File: src/rtl/i2s_rx_pkg.sv
// Shared definitions for the WM8731 ADC serial receiver: FSM encoding,
// serial format selectors and the sample width used across the audio path.
`ifndef DATA_WIDTH
`define DATA_WIDTH 16
`endif

package i2s_rx_pkg;

    // Sample width shared with the downstream FIR filters and bypass select.
    localparam int DATA_WIDTH = `DATA_WIDTH;

    // Serial format selectors for the I2S_MODE parameter.
    localparam bit FMT_I2S = 1'b1;  // MSB one BCLK after the LRCK edge
    localparam bit FMT_LJ  = 1'b0;  // MSB on the BCLK at the LRCK edge

    // Channel encoding follows ADCLRCK: low = left, high = right.
    localparam bit CH_LEFT  = 1'b0;
    localparam bit CH_RIGHT = 1'b1;

    // Receiver FSM.
    //   ST_IDLE  : waiting for the first left-channel LRCK edge
    //   ST_DELAY : skipping the single padding bit of I2S framing
    //   ST_SHIFT : shifting in data bits MSB first
    //   ST_DRAIN : word complete, ignoring LSB padding until the next edge
    typedef enum logic [1:0] {
        ST_IDLE  = 2'd0,
        ST_DELAY = 2'd1,
        ST_SHIFT = 2'd2,
        ST_DRAIN = 2'd3
    } rx_state_e;

endpackage

File: src/rtl/i2s_rx_sync_edge_det.sv
// Multi-flop synchroniser for one asynchronous level plus single-cycle
// rise/fall pulses derived from the synchronised value.
// SYNC_STAGES must be at least 2.
module i2s_rx_sync_edge_det #(
    parameter int SYNC_STAGES = 2
) (
    input  logic clk_i,
    input  logic rst_ni,
    input  logic d_i,
    output logic rise_o,
    output logic fall_o
);

    logic [SYNC_STAGES-1:0] sync_q;
    logic                   prev_q;
    logic                   level;

    assign level = sync_q[SYNC_STAGES-1];

    // Shift the raw input through the synchroniser and remember the last
    // synchronised level for edge detection.
    always_ff @(posedge clk_i or negedge rst_ni) begin
        if (!rst_ni) begin
            sync_q <= '0;
            prev_q <= 1'b0;
        end else begin
            sync_q <= {sync_q[SYNC_STAGES-2:0], d_i};
            prev_q <= level;
        end
    end

    // Edge pulses are combinational so they line up with the synchronised
    // data lines that went through the same number of flops.
    assign rise_o = level & ~prev_q;
    assign fall_o = ~level & prev_q;

endmodule

File: src/rtl/i2s_rx.sv
// WM8731 ADC serial receiver (codec in slave mode). Oversamples BCLK,
// ADCLRCK and ADCDAT on clk_i, deserialises one stereo frame at a time and
// presents a registered left/right pair with a one-cycle valid strobe.
//
// Capture happens only on synchronised BCLK rising edges; LRCK and DAT are
// synchronised with the same depth as BCLK so the three stay aligned.
// left_o/right_o only change together with valid_o, so a right word without a
// committed left word of the same frame is dropped and the outputs hold.
module i2s_rx
    import i2s_rx_pkg::*;
#(
    parameter int DATA_WIDTH  = i2s_rx_pkg::DATA_WIDTH,
    parameter bit I2S_MODE    = FMT_I2S,
    parameter int SYNC_STAGES = 2
) (
    input  logic                  clk_i,
    input  logic                  rst_ni,
    input  logic                  bclk_i,
    input  logic                  lrck_i,
    input  logic                  dat_i,
    output logic [DATA_WIDTH-1:0] left_o,
    output logic [DATA_WIDTH-1:0] right_o,
    output logic                  valid_o,
    output logic                  short_o
);

    localparam int CW = $clog2(DATA_WIDTH);
    localparam logic [CW-1:0] LAST_CNT = CW'(DATA_WIDTH - 1);

    // ------------------------------------------------------------------
    // Input synchronisation
    // ------------------------------------------------------------------
    logic bclk_rise;
    logic bclk_fall_unused;

    i2s_rx_sync_edge_det #(
        .SYNC_STAGES (SYNC_STAGES)
    ) u_bclk_det (
        .clk_i  (clk_i),
        .rst_ni (rst_ni),
        .d_i    (bclk_i),
        .rise_o (bclk_rise),
        .fall_o (bclk_fall_unused)
    );

    logic [SYNC_STAGES-1:0] lrck_sync_q;
    logic [SYNC_STAGES-1:0] dat_sync_q;
    logic                   lrck_s;
    logic                   dat_s;

    // Plain synchronisers for LRCK and DAT, same depth as the BCLK path.
    always_ff @(posedge clk_i or negedge rst_ni) begin
        if (!rst_ni) begin
            lrck_sync_q <= '0;
            dat_sync_q  <= '0;
        end else begin
            lrck_sync_q <= {lrck_sync_q[SYNC_STAGES-2:0], lrck_i};
            dat_sync_q  <= {dat_sync_q[SYNC_STAGES-2:0], dat_i};
        end
    end

    assign lrck_s = lrck_sync_q[SYNC_STAGES-1];
    assign dat_s  = dat_sync_q[SYNC_STAGES-1];

    // ------------------------------------------------------------------
    // Deserialiser state
    // ------------------------------------------------------------------
    rx_state_e             state_q,   state_d;
    logic [CW-1:0]         cnt_q,     cnt_d;
    logic [DATA_WIDTH-1:0] shreg_q,   shreg_d;
    logic                  chan_q,    chan_d;
    logic [DATA_WIDTH-1:0] hold_q,    hold_d;
    logic                  hold_ok_q, hold_ok_d;
    logic                  lrck_prev_q, lrck_prev_d;
    logic [DATA_WIDTH-1:0] left_q,    left_d;
    logic [DATA_WIDTH-1:0] right_q,   right_d;
    logic                  valid_q,   valid_d;
    logic                  short_q,   short_d;

    logic                  lrck_edge;
    logic                  start_word;
    logic [DATA_WIDTH-1:0] shifted;

    // LRCK as seen at this rise versus the previous rise.
    assign lrck_edge = (lrck_s != lrck_prev_q);
    assign shifted   = {shreg_q[DATA_WIDTH-2:0], dat_s};

    // State and datapath registers.
    always_ff @(posedge clk_i or negedge rst_ni) begin
        if (!rst_ni) begin
            state_q     <= ST_IDLE;
            cnt_q       <= '0;
            shreg_q     <= '0;
            chan_q      <= CH_LEFT;
            hold_q      <= '0;
            hold_ok_q   <= 1'b0;
            lrck_prev_q <= 1'b0;
            left_q      <= '0;
            right_q     <= '0;
            valid_q     <= 1'b0;
            short_q     <= 1'b0;
        end else begin
            state_q     <= state_d;
            cnt_q       <= cnt_d;
            shreg_q     <= shreg_d;
            chan_q      <= chan_d;
            hold_q      <= hold_d;
            hold_ok_q   <= hold_ok_d;
            lrck_prev_q <= lrck_prev_d;
            left_q      <= left_d;
            right_q     <= right_d;
            valid_q     <= valid_d;
            short_q     <= short_d;
        end
    end

    // Next-state, capture and commit logic; everything advances on BCLK rise.
    always_comb begin
        state_d     = state_q;
        cnt_d       = cnt_q;
        shreg_d     = shreg_q;
        chan_d      = chan_q;
        hold_d      = hold_q;
        hold_ok_d   = hold_ok_q;
        lrck_prev_d = lrck_prev_q;
        left_d      = left_q;
        right_d     = right_q;
        valid_d     = 1'b0;
        short_d     = 1'b0;
        start_word  = 1'b0;

        if (bclk_rise) begin
            lrck_prev_d = lrck_s;

            unique case (state_q)
                ST_IDLE: begin
                    // Only a falling LRCK marks a frame start we can trust.
                    if (lrck_edge && (lrck_s == CH_LEFT)) begin
                        start_word = 1'b1;
                    end
                end

                ST_DELAY: begin
                    // The edge bit was the skipped slot; this one is the MSB.
                    shreg_d = shifted;
                    cnt_d   = CW'(1);
                    state_d = ST_SHIFT;
                end

                ST_SHIFT: begin
                    if (lrck_edge && (cnt_q != LAST_CNT)) begin
                        // Truncated word: drop it and resync on the new channel.
                        short_d    = 1'b1;
                        start_word = 1'b1;
                        if (chan_q == CH_LEFT) begin
                            hold_ok_d = 1'b0;
                        end
                    end else begin
                        shreg_d = shifted;
                        cnt_d   = cnt_q + 1'b1;
                        if (cnt_q == LAST_CNT) begin
                            cnt_d   = '0;
                            state_d = ST_DRAIN;
                            if (chan_q == CH_LEFT) begin
                                hold_d    = shifted;
                                hold_ok_d = 1'b1;
                            end else begin
                                if (hold_ok_q) begin
                                    left_d  = hold_q;
                                    right_d = shifted;
                                    valid_d = 1'b1;
                                end
                                hold_ok_d = 1'b0;
                            end
                            // Word exactly filled the half frame: the edge that
                            // ends it also starts the next channel.
                            if (lrck_edge) begin
                                start_word = 1'b1;
                            end
                        end
                    end
                end

                ST_DRAIN: begin
                    if (lrck_edge) begin
                        start_word = 1'b1;
                    end
                end

                default: begin
                    state_d = ST_IDLE;
                end
            endcase

            // Begin a new channel word selected by the current LRCK level.
            if (start_word) begin
                chan_d = lrck_s;
                if (lrck_s == CH_LEFT) begin
                    hold_ok_d = 1'b0;
                end
                if (I2S_MODE == FMT_I2S) begin
                    cnt_d   = '0;
                    state_d = ST_DELAY;
                end else begin
                    shreg_d = shifted;
                    cnt_d   = CW'(1);
                    state_d = ST_SHIFT;
                end
            end
        end
    end

    assign left_o  = left_q;
    assign right_o = right_q;
    assign valid_o = valid_q;
    assign short_o = short_q;

endmodule

File: config.mk
export PLATFORM = sky130hd
export DESIGN_NAME = i2s_rx
export DESIGN_NICKNAME = d
export VERILOG_FILES = /design/src/rtl/i2s_rx_pkg.sv /design/src/rtl/i2s_rx_sync_edge_det.sv /design/src/rtl/i2s_rx.sv
export SDC_FILE = /design/constraint.sdc
export NUM_CORES = 1
export LEC_CHECK = 0
export CAP_MARGIN = 40
export CORE_MARGIN = 4
export CORE_UTILIZATION = 30
export DETAILED_ROUTE_END_ITERATION = 8
export PLACE_DENSITY = 0.51
export SYNTH_ARGS = -nofsm -noshare
export SYNTH_HDL_FRONTEND = slang
export SYNTH_SLANG_ARGS = --single-unit
File: constraint.sdc
create_clock -name clk_i -period 4.6 [get_ports clk_i]
set_input_delay 0.69 -clock clk_i [delete_from_list [all_inputs] [get_ports clk_i]]
set_output_delay 0.69 -clock clk_i [all_outputs]
set_load 0.01 [all_outputs]
; After elaboration in Yosys (flattened, before gate mapping)
; Index checks and enable logic that the tools add are counted.
; Widths: inputs -> output; s select.
[word_totals]
mem_bits_ro = 0
output_inout_bits = 34
latchBits = 0
elab_cells = 73
ramBits = 0
memories = 0
ff_bits = 81
in_bits = 5
[op_classes]
n_div = 0
mul = 0
reduce_logical = 11
bitwise_logic = 5
n_addsub = 1
shifts = 0
n_mux = 32
magnitude_cmp = 0
n_eq_ne = 9
[ops]
columns = cell, count
row1 = $pmux 15 s2, 1
row2 = $mux 1, 21
row3 = $mux 15, 1
row4 = $mux 4, 3
row5 = $pmux 4 s2, 1
row6 = $mux 2, 3
row7 = $ne 3x3->1 const B, 2
row8 = $reduce_and 3->1, 2
row9 = $reduce_and 6->1, 1
row10 = $reduce_and 5->1, 1
row11 = $add 4x1->4 const B, 1
row12 = $eq 2x2->1 const B, 2
row13 = $eq 4x4->1 const B, 1
row14 = $ne 4x4->1 const B, 1
row15 = $not 1->1, 4
row16 = $pmux 2 s2, 1
row17 = $reduce_and 4->1, 1
row18 = $pmux 1 s3, 1
row19 = $reduce_bool 3->1, 1
row20 = $eq 2x1->1 const B, 1
row21 = $logic_and 1x1->1, 2
row22 = $logic_not 2->1, 1
row23 = $ne 2x2->1 const B, 1
row24 = $reduce_and 2->1, 1
row25 = other kinds (3), 3

; Logic depth before layout (Yosys ltp)
; Gate-level depths: netlist of the first run.
[depth]
word_depth = 8
depth_mapped = 7

; By module
; A second synthesis of the first run with hierarchy kept.
[unflattened]
hier_cells = 203
hier_area_um2 = 3203.1
[modules_own_cells]
columns = module, instances, area_per_inst_um2, cells_each, seq_area_each_um2
row1 = i2s_rx, 1, 3113.0, 198, 1951.9
row2 = i2s_rx_sync_edge_det, 1, 90.1, 5, 75.1

; Worst setup path after synthesis of the first run
; Ideal clock, no wire load.
[synth_timing]
kind = register to register
start = register lrck_sync_q[1]
end = register cnt_q[0]
setup_time_ps = 125
synth_period_minus_slack_ps = 1793
stages_incl_launch_ff = 6
arrival_ps = 1669
setup_slack_ps = 2807
cell_sequence = dfrtp_1 > inv_1 > ha_1 > clkbuf_1 > a311oi_1 > mux2_2
[synth_between]
elab_chain_cells = 8
word_cells_on_any_way = 14
cone_classes = 2 x eq/ne / 7 x mux / 1 x bitwise / 4 x reduce/logical
[synth_lines]
columns = item, line_no
row1 = from (decl), i2s_rx.sv:46  ; logic [SYNC_STAGES-1:0] lrck_sync_q;
row2 = from (signal assigned), i2s_rx.sv:57  ; lrck_sync_q <= {lrck_sync_q[SYNC_STAGES-2:0], lrck_i};
row3 = $ne 1x1->1, i2s_rx.sv:85  ; assign lrck_edge = (lrck_s != lrck_prev_q);
row4 = $mux 1, "i2s_rx.sv:177, i2s_rx.sv:185"
row5 = $mux 1, i2s_rx.sv:161  ; if (cnt_q == LAST_CNT) begin
row6 = $mux 1, i2s_rx.sv:151  ; if (lrck_edge && (cnt_q != LAST_CNT)) begin
row7 = $pmux 1 s3, i2s_rx.sv:135  ; unique case (state_q)
row8 = $mux 1, i2s_rx.sv:132  ; if (bclk_rise) begin
row9 = $ne 3x3->1 (no source line) or $reduce_bool 3->1 (tied branches), -
row10 = $reduce_and 3->1 (no source line), -
row11 = to (signal assigned), i2s_rx.sv:104  ; cnt_q <= cnt_d;
row12 = to (decl), i2s_rx.sv:69  ; logic [CW-1:0] cnt_q, cnt_d;
; Several ways; a longest one is shown, not always the timed one. The select of a mux whose other input is x is not followed.
; A chain may end at the register's enable or synchronous reset.

; Worst setup path in the final report of the first run
[layout_timing]
start = register state_q[1]
end = register right_q[12], in the netlist right_o[12]
[layout_between]
elab_chain_cells = 2
[layout_lines]
columns = item, line_no
row1 = from (decl), i2s_rx.sv:68  ; rx_state_e state_q, state_d;
row2 = from (signal assigned), i2s_rx.sv:103  ; state_q <= state_d;
row3 = $eq 2x2->1, i2s_rx.sv:135
row4 = $reduce_and 6->1 (no source line), -
row5 = to (signal assigned), i2s_rx.sv:111  ; right_q <= right_d;
row6 = to (decl), i2s_rx.sv:76  ; logic [DATA_WIDTH-1:0] right_q, right_d;
; Every way passes these cells.

==> out/qor.yml, run 1 <==
yosys:
  synth_compound_area_share_pct: 10.8
  synthXorXnorAreaFrac_pct: 0
  ys_warn_count: 0
  synth-seq-area-share_pct: 57.1
  syn_area_um2: 3550
  synthSimpleGateAreaFrac_pct: 11.6
  synth.distinct_cells: 38
  synth_nets: 267
  avgSynthCellArea_um2: 13.6
  synth_top_family_by_area: "multiplexers"
  synth_cells: 260
  synthAdderAreaFrac_pct: 0.705
  ys_seq_elements: 81
  synth_mux_area_share_pct: 16.5
finish:
  n_antenna_cell: 0
  final_common_cell: "dfrtp_1"
  fin_area_um2: 4410
  fin_nets: 304
  layout_common_cells: "dfrtp_1 (81), mux2_2 (51), clkdlybuf4s50_1 (37)"
  syn_to_final_growth_pct: 24.2
  drive_above_1_share_pct: 30.5
placed_design:
  place_area_um2: 4090
  place.gp.congestion: 0.809
  port_buffers: 38
  dp_hpwl_um: 4430
cts:
  cts_buffers: 9
  post_cts_buffers: 0
  clk-insertion-delay-late_ns: 0.33
  htree_levels: 3
  cts.repair.resized: 0
  cts_tree: "built"
  clk_pin_slew_worst_paths_ns: 0.06
  cts.path.max_buffers: 2
  cts_root_buf: "clkbuf_16"
  hold_buffers: 0
  cts.sinks: 81
timing:
  relSlewSlack_pct: 51.5
  setup_viol: 0
  worstMarginPinSlew_ns: 0.725
  hold_viol_final: 0
  fmax_mhz: 345
  clock-skew-final_ns: 0.00640
  period_share_pct: 63.1
  drv_slew: 0
  rsz0062_at_grt: "false"
  setup_tns_ns: 0
  fin_crit_ns: 2.90
grt:
  antenna_found_initial: 0
  grt_pass1_vias: 2311
  grt_start_max_net_pins: 53
  grt_pass1_wl_um: 11900
  grt_overflow: 0
  grtUsageTotal_pct: 11.0
critical_path:
  path_cells: "nand4bb_1 > nor3_4 > buf_4 > mux2_2"
  crit_buf_inv: 1
  cp-end-kind: "flip-flop"
  r2r-start: "state_q[1]$_DFFE_PN0P_"
  cp_max_fo: 27
  slowest_delay_ns: 0.80
  criticalPathCategory: "flip-flop to flip-flop"
  worst_setup_path_start_kind: "flip-flop"
  ff2ff_path_depth: 4
  cp_data_required_time_ns: 4.81
  cp_slowest_cell: "dfrtp_1"
  r2r_slack_ns: 1.70
  cp.arrival_ns: 3.11
  worstReg2RegEnd: "right_o[12]$_DFFE_PN0P_"
  path_delay_family: "simple AND/OR/NAND/NOR gates"
floorplanning:
  die_w_um: 117
  start_util_pct: 30.8
  io-pin-count: 39
  core-area_um2: 11500
  std_cell_rows: 39
  dieArea_um2: 13600
  die_y_um: 117
routing:
  wl_um: 6720
  route.vias.total: 2207
  routedWlPerCell_um: 15.1
  drc: 0
  viasPerCell: 4.96
  dr.pass1.iters: 5
  ant_nets: 0
  drt-initial-drc-count: 154
power_and_ir_drop:
  vdd_drop_max_mv: 0.192
  static-leakage-power_uw: 0.00199
  power-per-cell-area_nw_per_um2: 472
job:
  maxCapViolations: 0
min_path:
  hp-class: "input port to asynchronous set/reset pin"
run_status:
  status: "finished, final reports clean"
[worst register-to-register path: stages (launching register included)]
cell and delay, ns:
dfrtp_1 0.80, nand4bb_1 0.47, nor3_4 0.75, buf_4 0.40, mux2_2 0.37
[area by class of cell]
| cell class | count | area (um^2) |
|---|---|---|
| fillers | 1114 | 7110 |
| flip-flops and latches | 81 | 2030 |
| repair buffers | 44 | 467 |
| inverters | 3 | 11.3 |
| well taps | 143 | 179 |
| clock inverters | 6 | 90.1 |
| clock buffers | 10 | 229 |
| multi-input cells | 158 | 1400 |
[flip-flops by register name, summed over array words and instances, names as in the netlist, 2 cells and up]
signal             flops
cnt_q                  4
dat_sync_q             2
hold_q                16
left_o                16
lrck_sync_q            2
right_o               16
shreg_q               15
state_q                2
u_bclk_det.sync_q      2
[synthesized netlist by cell type]
library cell  number  area (um^2)
and3b_1            1         8.76
nor4bb_1          15          150
nand4bb_1          1         11.3
clkbuf_1           6         22.5
mux2_2            51          574
buf_6              4         45.0
mux2i_1            1         10.0
o21bai_1          15          113
a31o_2             1         8.76
and4bb_2           1         12.5
a21o_1             1         7.51
nor2_1            16         60.1
dfrtp_1           81         2030
o211ai_1           1         7.51
or4_1              1         7.51
nand4b_1           2         17.5
and3_1             2         12.5
inv_1              3         11.3
buf_2              5         25.0
nand4_1            1         6.26
nand2_1            2         7.51
o32a_1             1         10.0
nor2b_1            3         18.8
a311oi_1           1         8.76
ha_1               2         25.0
a31oi_1            4         25.0
buf_1              1         3.75
o221a_2           15          169
nor3_4             2         32.5
nor3_1             5         25.0
and2_0             1         6.26
nand2b_1           3         18.8
a211oi_1           1         7.51
a21oi_1            2         10.0
nor3b_1            1         7.51
o21ai_0            3         15.0
nand3_1            2         10.0
clkbuf_2           2         10.0
[routing by layer]
| layer | GRT usage, % | wire (um) | vias up |
|---|---|---|---|
| met1 | 14.9 | 3240 | 1102 |
| li1 | - | - | 1050 |
| met3 | 3.01 | 312 | 11 |
| met4 | 3.98 | 112 | 0 |
| met5 | 0 | 0 | - |
| met2 | 17.0 | 3050 | 44 |
[power breakdown]
| group | internal [uW] | total, uW | switching [uW] |
|---|---|---|---|
| clock | 477 | 767 | 289 |
| combinational | 220 | 365 | 145 |
| sequential | 793 | 950 | 157 |
[stage by stage]
stage | worst slack [ns] | total power (uW) | hold slack, ns | instances | util (%)
final | 1.70 | 2080 | 0.284 | 445 | 38.3
after detailed placement | 1.68 | 1330 | 0.336 | 429 | 35.5
after global routing | 1.44 | 2210 | 0.314 | 445 | 38.3
after floorplan | 2.81 | 1210 | 0.331 | 260 | -
after global placement | 1.67 | 1310 | 0.333 | 425 | 34.9
after CTS | 1.66 | 2110 | 0.288 | 445 | 38.3
[logic make-up after synthesis]
| group | after synthesis |
|---|---|
| AOI/OAI and AO/OA | 45 |
| adders and majority gates | 2 |
| buffers and inverters | 21 |
| DFF | 81 |
| muxes | 52 |
| and+or+nand+nor | 59 |
[how the worst max path moves through the flow]
| stage | startpoint | to | slack, ns | depth (start not counted) |
|---|---|---|---|---|
| after floorplan | lrck_sync_q[1]$_DFF_PN0_ | cnt_q[0]$_DFFE_PN0P_ | 2.81 | 5 |
| after global routing | state_q[1]$_DFFE_PN0P_ | right_o[11]$_DFFE_PN0P_ | 1.44 | 4 |
| after global placement | state_q[0]$_DFFE_PN0P_ | left_o[6]$_DFFE_PN0P_ | 1.67 | 4 |
| after CTS | state_q[1]$_DFFE_PN0P_ | right_o[11]$_DFFE_PN0P_ | 1.66 | 4 |
| final | state_q[1]$_DFFE_PN0P_ | right_o[12]$_DFFE_PN0P_ | 1.70 | 4 |
| after detailed placement | state_q[1]$_DFFE_PN0P_ | right_o[11]$_DFFE_PN0P_ | 1.68 | 4 |
Note: power is estimated with default switching activity, not from simulation.
==> run 2, diff against run 1 <==
clock period = 3 ns   (was 4.6 ns; I/O delays follow)
==> out/qor.yml, run 2 (synthesized netlist as in run 1, its figures left out) <==
finish:
  drive_above_1_share_pct: 31.3
  final_common_cell: "dfrtp_1"
  multiInputGateArea_um2: 1400
  n_antenna_cell: 0
  regArea_um2: 2030
  syn_to_final_growth_pct: 23.1
  final_cells: 447
  fin_nets: 306
  layout_common_cells: "dfrtp_1 (81), mux2_2 (51), clkdlybuf4s50_1 (37)"
  fin_area_um2: 4370
  filler_cell_count: 1116
grt:
  grt_start_max_net_pins: 50
  grt_overflow: 0
  grtUsageTotal_pct: 11.4
  antenna_found_initial: 0
  grt_pass1_vias: 2384
  grt_pass1_wl_um: 12100
timing:
  drv_slew: 0
  setup_viol: 0
  whs_ns: 0.0597
  clock-skew-final_ns: 0.00664
  period_share_pct: 75.0
  setup_tns_ns: 0
  fin_crit_ns: 2.25
  relSlewSlack_pct: 58.5
  fmax_mhz: 445
  hold_viol_final: 0
  worstMarginPinSlew_ns: 0.618
  rsz0062_at_grt: "false"
cts:
  cts.sinks: 81
  cts_buffers: 9
  cts_root_buf: "clkbuf_16"
  post_cts_buffers: 0
  cts.path.max_buffers: 2
  htree_levels: 3
  clk-insertion-delay-late_ns: 0.34
  clk_pin_slew_worst_paths_ns: 0.06
  hold_buffers: 0
  cts_tree: "built"
  cts.repair.resized: 0
critical_path:
  cp_data_required_time_ns: 3.22
  cp_max_fo: 19
  worst_setup_path_start_kind: "flip-flop"
  r2r-start: "u_bclk_det.prev_q$_DFF_PN0_"
  cp-end-kind: "flip-flop"
  cp.arrival_ns: 2.47
  r2r_slack_ns: 0.75
  criticalPathCategory: "flip-flop to flip-flop"
  worstReg2RegEnd: "left_o[10]$_DFFE_PN0P_"
  ff2ff_path_depth: 4
floorplanning:
  die_y_um: 117
  die_w_um: 117
  std_cell_rows: 39
  io-pin-count: 39
  core-area_um2: 11500
  dieArea_um2: 13600
  start_util_pct: 30.8
job:
  maxCapViolations: 0
routing:
  viasPerCell: 4.99
  ant_nets: 0
  routedWlPerCell_um: 15.5
  dr.pass1.iters: 4
  drc: 0
  wl_um: 6940
  route.vias.total: 2229
  drt-initial-drc-count: 104
placed_design:
  place_area_um2: 4080
  dp_cells: 431
  port_buffers: 38
  dp_hpwl_um: 4500
  place.gp.congestion: 0.789
power_and_ir_drop:
  static-leakage-power_uw: 0.00198
  power-per-cell-area_nw_per_um2: 702
  vdd_drop_max_mv: 0.283
run_status:
  status: "finished, final reports clean"
min_path:
  hp-class: "input port to asynchronous set/reset pin"
==> run 2: cell count changes in the layout (fill, tap and decap cells not counted) <==
cell | previous run | this run
bufinv_16 | 2 | 0
clkbuf_1 | 1 | 0
inv_6 | 1 | 2
inv_8 | 0 | 1
buf_6 | 1 | 0
buf_16 | 2 | 1
clkbuf_8 | 0 | 1
buf_4 | 4 | 8
==> run 2: metrics by stage <==
stage / utilization (%) / setup WS [ns] / power [uW]
4_1_cts: 37.9 / 0.757 / 3110
2_1_floorplan: - / 1.21 / 1860
5_1_grt: 37.9 / 0.624 / 3270
3_3_place_gp: 35.2 / 0.798 / 2020
3_5_place_dp: 35.4 / 0.750 / 2040
6_report: 37.9 / 0.751 / 3070
==> run 2: critical path, stage by stage (launching register included) <==
cell,delay (ns)
dfrtp_1,0.61
nand4bb_1,0.55
nor3_4,0.30
buf_4,0.30
mux2_2,0.37
==> run 2: layout make-up <==
class	instances	area share, %
multi-input cells	158	32.1
clock buffers	10	5.47
clock inverters	6	1.15
well taps	143	4.10
flip-flops and latches	81	46.4
repair buffers	46	10.5
inverters	3	0.258
==> run 2: worst max path at each step <==
stage                                    to                   startpoint  cells after the start  slack (ns)
floorplan              cnt_q[0]$_DFFE_PN0P_     lrck_sync_q[1]$_DFF_PN0_                      5        1.21
global placement     left_o[14]$_DFFE_PN0P_  u_bclk_det.prev_q$_DFF_PN0_                      4        0.80
detailed placement    left_o[6]$_DFFE_PN0P_  u_bclk_det.prev_q$_DFF_PN0_                      4        0.75
CTS                  left_o[11]$_DFFE_PN0P_  u_bclk_det.prev_q$_DFF_PN0_                      4        0.76
global route        right_o[11]$_DFFE_PN0P_  u_bclk_det.prev_q$_DFF_PN0_                      4        0.62
finish               left_o[10]$_DFFE_PN0P_  u_bclk_det.prev_q$_DFF_PN0_                      4        0.75
==> run 2: metal layers <==
metal  part of all wire, %  GRT usage (%)
met1                    49           15.2
met2                    44           16.9
met3                   4.6           3.37
met4                   2.3           5.81
met5                     0              0
==> run 2: report_power, final <==
| group | leakage (uW) | switching, uW | internal [uW] |
|---|---|---|---|
| clock network | 0.000141 | 458 | 594 |
| logic | 0.000751 | 282 | 328 |
| registers | 0.00109 | 186 | 1220 |
| total | 0.00198 | 927 | 2140 |
==> run 3, diff against run 2 <==
PLACE_DENSITY = 0.53   (was 0.51)
clock period = 1.93 ns   (was 3 ns; I/O delays follow)
==> out/qor.yml, run 3 (synthesized netlist as in run 1, its figures left out) <==
power_and_ir_drop:
  static-leakage-power_uw: 0.00208
  vdd_drop_max_mv: 0.496
  power-per-cell-area_nw_per_um2: 1120
critical_path:
  cp_max_fo: 10
  cp-end-kind: "flip-flop"
  cp.arrival_ns: 1.97
  criticalPathCategory: "flip-flop to flip-flop"
  worst_setup_path_start_kind: "flip-flop"
  cp_data_required_time_ns: 2.15
cts:
  cts_tree: "built"
  cts.sinks: 81
  cts_root_buf: "clkbuf_16"
  cts.path.max_buffers: 2
  htree_levels: 3
  clk-insertion-delay-late_ns: 0.33
  post_cts_buffers: 0
  clk_pin_slew_worst_paths_ns: 0.06
  cts_buffers: 9
timing:
  clock-skew-final_ns: 0.00391
  drv_slew: 0
  fmax_mhz: 568
  setup_viol: 0
  period_share_pct: 91.2
  rsz0062_at_grt: "false"
  relSlewSlack_pct: 70.9
  hold_viol_final: 0
  fin_crit_ns: 1.76
  setup_ws_ns: 0.171
  whs_ns: 0.350
  worstMarginPinSlew_ns: 0.437
  setup_tns_ns: 0
min_path:
  hp-class: "flip-flop to flip-flop"
grt:
  grt_start_max_net_pins: 82
  grt_overflow: 0
  antenna_found_initial: 0
  grt_pass1_wl_um: 12100
  grt_pass1_vias: 2385
  grtUsageTotal_pct: 11.4
routing:
  route.vias.total: 2290
  drc: 0
  wl_um: 7070
  drt-initial-drc-count: 114
  dr.pass1.iters: 4
  viasPerCell: 4.95
  routedWlPerCell_um: 15.3
  ant_nets: 0
finish:
  layout_common_cells: "dfrtp_1 (81), mux2_2 (51), clkdlybuf4s50_1 (37)"
  syn_to_final_growth_pct: 28.0
  n_antenna_cell: 0
  drive_above_1_share_pct: 33.8
  fin_nets: 322
  final_common_cell: "dfrtp_1"
  final_cells: 463
job:
  maxCapViolations: 0
placed_design:
  dp_cells: 446
  dp_worst_setup_slack_ns: 0.167
  place.gp.congestion: 0.843
  dp_hpwl_um: 4650
  port_buffers: 38
run_status:
  status: "finished, final reports clean"
floorplanning:
  dieArea_um2: 13600
  std_cell_rows: 39
  io-pin-count: 39
  start_util_pct: 30.8
  die_w_um: 117
  core-area_um2: 11500
  die_y_um: 117
-- run 3: cell types whose count changed in the layout (fill, tap and decap cells not counted), sizes merged --
cell         delta
clkinvlp        -1
dlygate4sd3     +1
inv             -3
clkbuf          +1
buf            +15
bufinv          +3
-- run 3: per-layer routing --
layer	wire (um)	share of wire (%)	global-route usage [%]	up-vias
met2	3280	46	17.9	48
met3	315	4.5	3.89	13
li1	-	-	-	1089
met5	0	0	0	-
met4	144	2.0	4.20	0
met1	3330	47	14.6	1140
-- run 3: critical path, cell delays in order, from the launching register on --
cell and delay [ns]:
dfrtp_1 0.37, nand4bb_1 0.31, buf_4 0.23, nor3_4 0.16, buf_4 0.21, mux2_2 0.35
-- run 3: what timing repair did --
| item | in CTS | in global routing |
|---|---|---|
| gates resized for setup | 0 | 0 |
| endpoints found under the hold margin | 7 | 0 |
| hold buffers | 1 | 0 |
-- run 3: where the power goes --
group	internal, uW	switching, uW
clock network	1260	645
registers	1890	282
logic	548	460
-- run 3: cell type report --
type | count | area (um^2)
clock inverter | 5 | 104
inverter | 3 | 11.3
sequential | 81 | 2030
fill | 1103 | 6970
multi-input combinational | 158 | 1400
clock buffer | 11 | 233
tap | 143 | 179
timing repair buffer | 62 | 586
-- run 3: final timing paths --
kind                                                startpoint  slack, ns                             end  depth (start not counted)
worst max-delay path               u_bclk_det.prev_q$_DFF_PN0_       0.17           hold_q[7]$_DFFE_PN0P_                          5
worst min-delay path            u_bclk_det.sync_q[0]$_DFF_PN0_       0.35  u_bclk_det.sync_q[1]$_DFF_PN0_                          0
worst max register to register     u_bclk_det.prev_q$_DFF_PN0_       0.17           hold_q[7]$_DFFE_PN0P_                          5
worst min register to register  u_bclk_det.sync_q[0]$_DFF_PN0_       0.35  u_bclk_det.sync_q[1]$_DFF_PN0_                          0
max in group asynchronous                               rst_ni       1.06           hold_ok_q$_DFFE_PN0P_                          3
min in group asynchronous                               rst_ni       0.52               valid_o$_DFF_PN0_                          3
-- run 3: per-stage QoR --
step	cell area, um^2	power, uW	util [%]
final	4540	5090	39.5
after global routing	4540	5400	39.5
after CTS	4540	5160	39.5
after detailed placement	4200	3210	36.4
after global placement	4200	3200	36.4
after floorplan	3550	2890	-
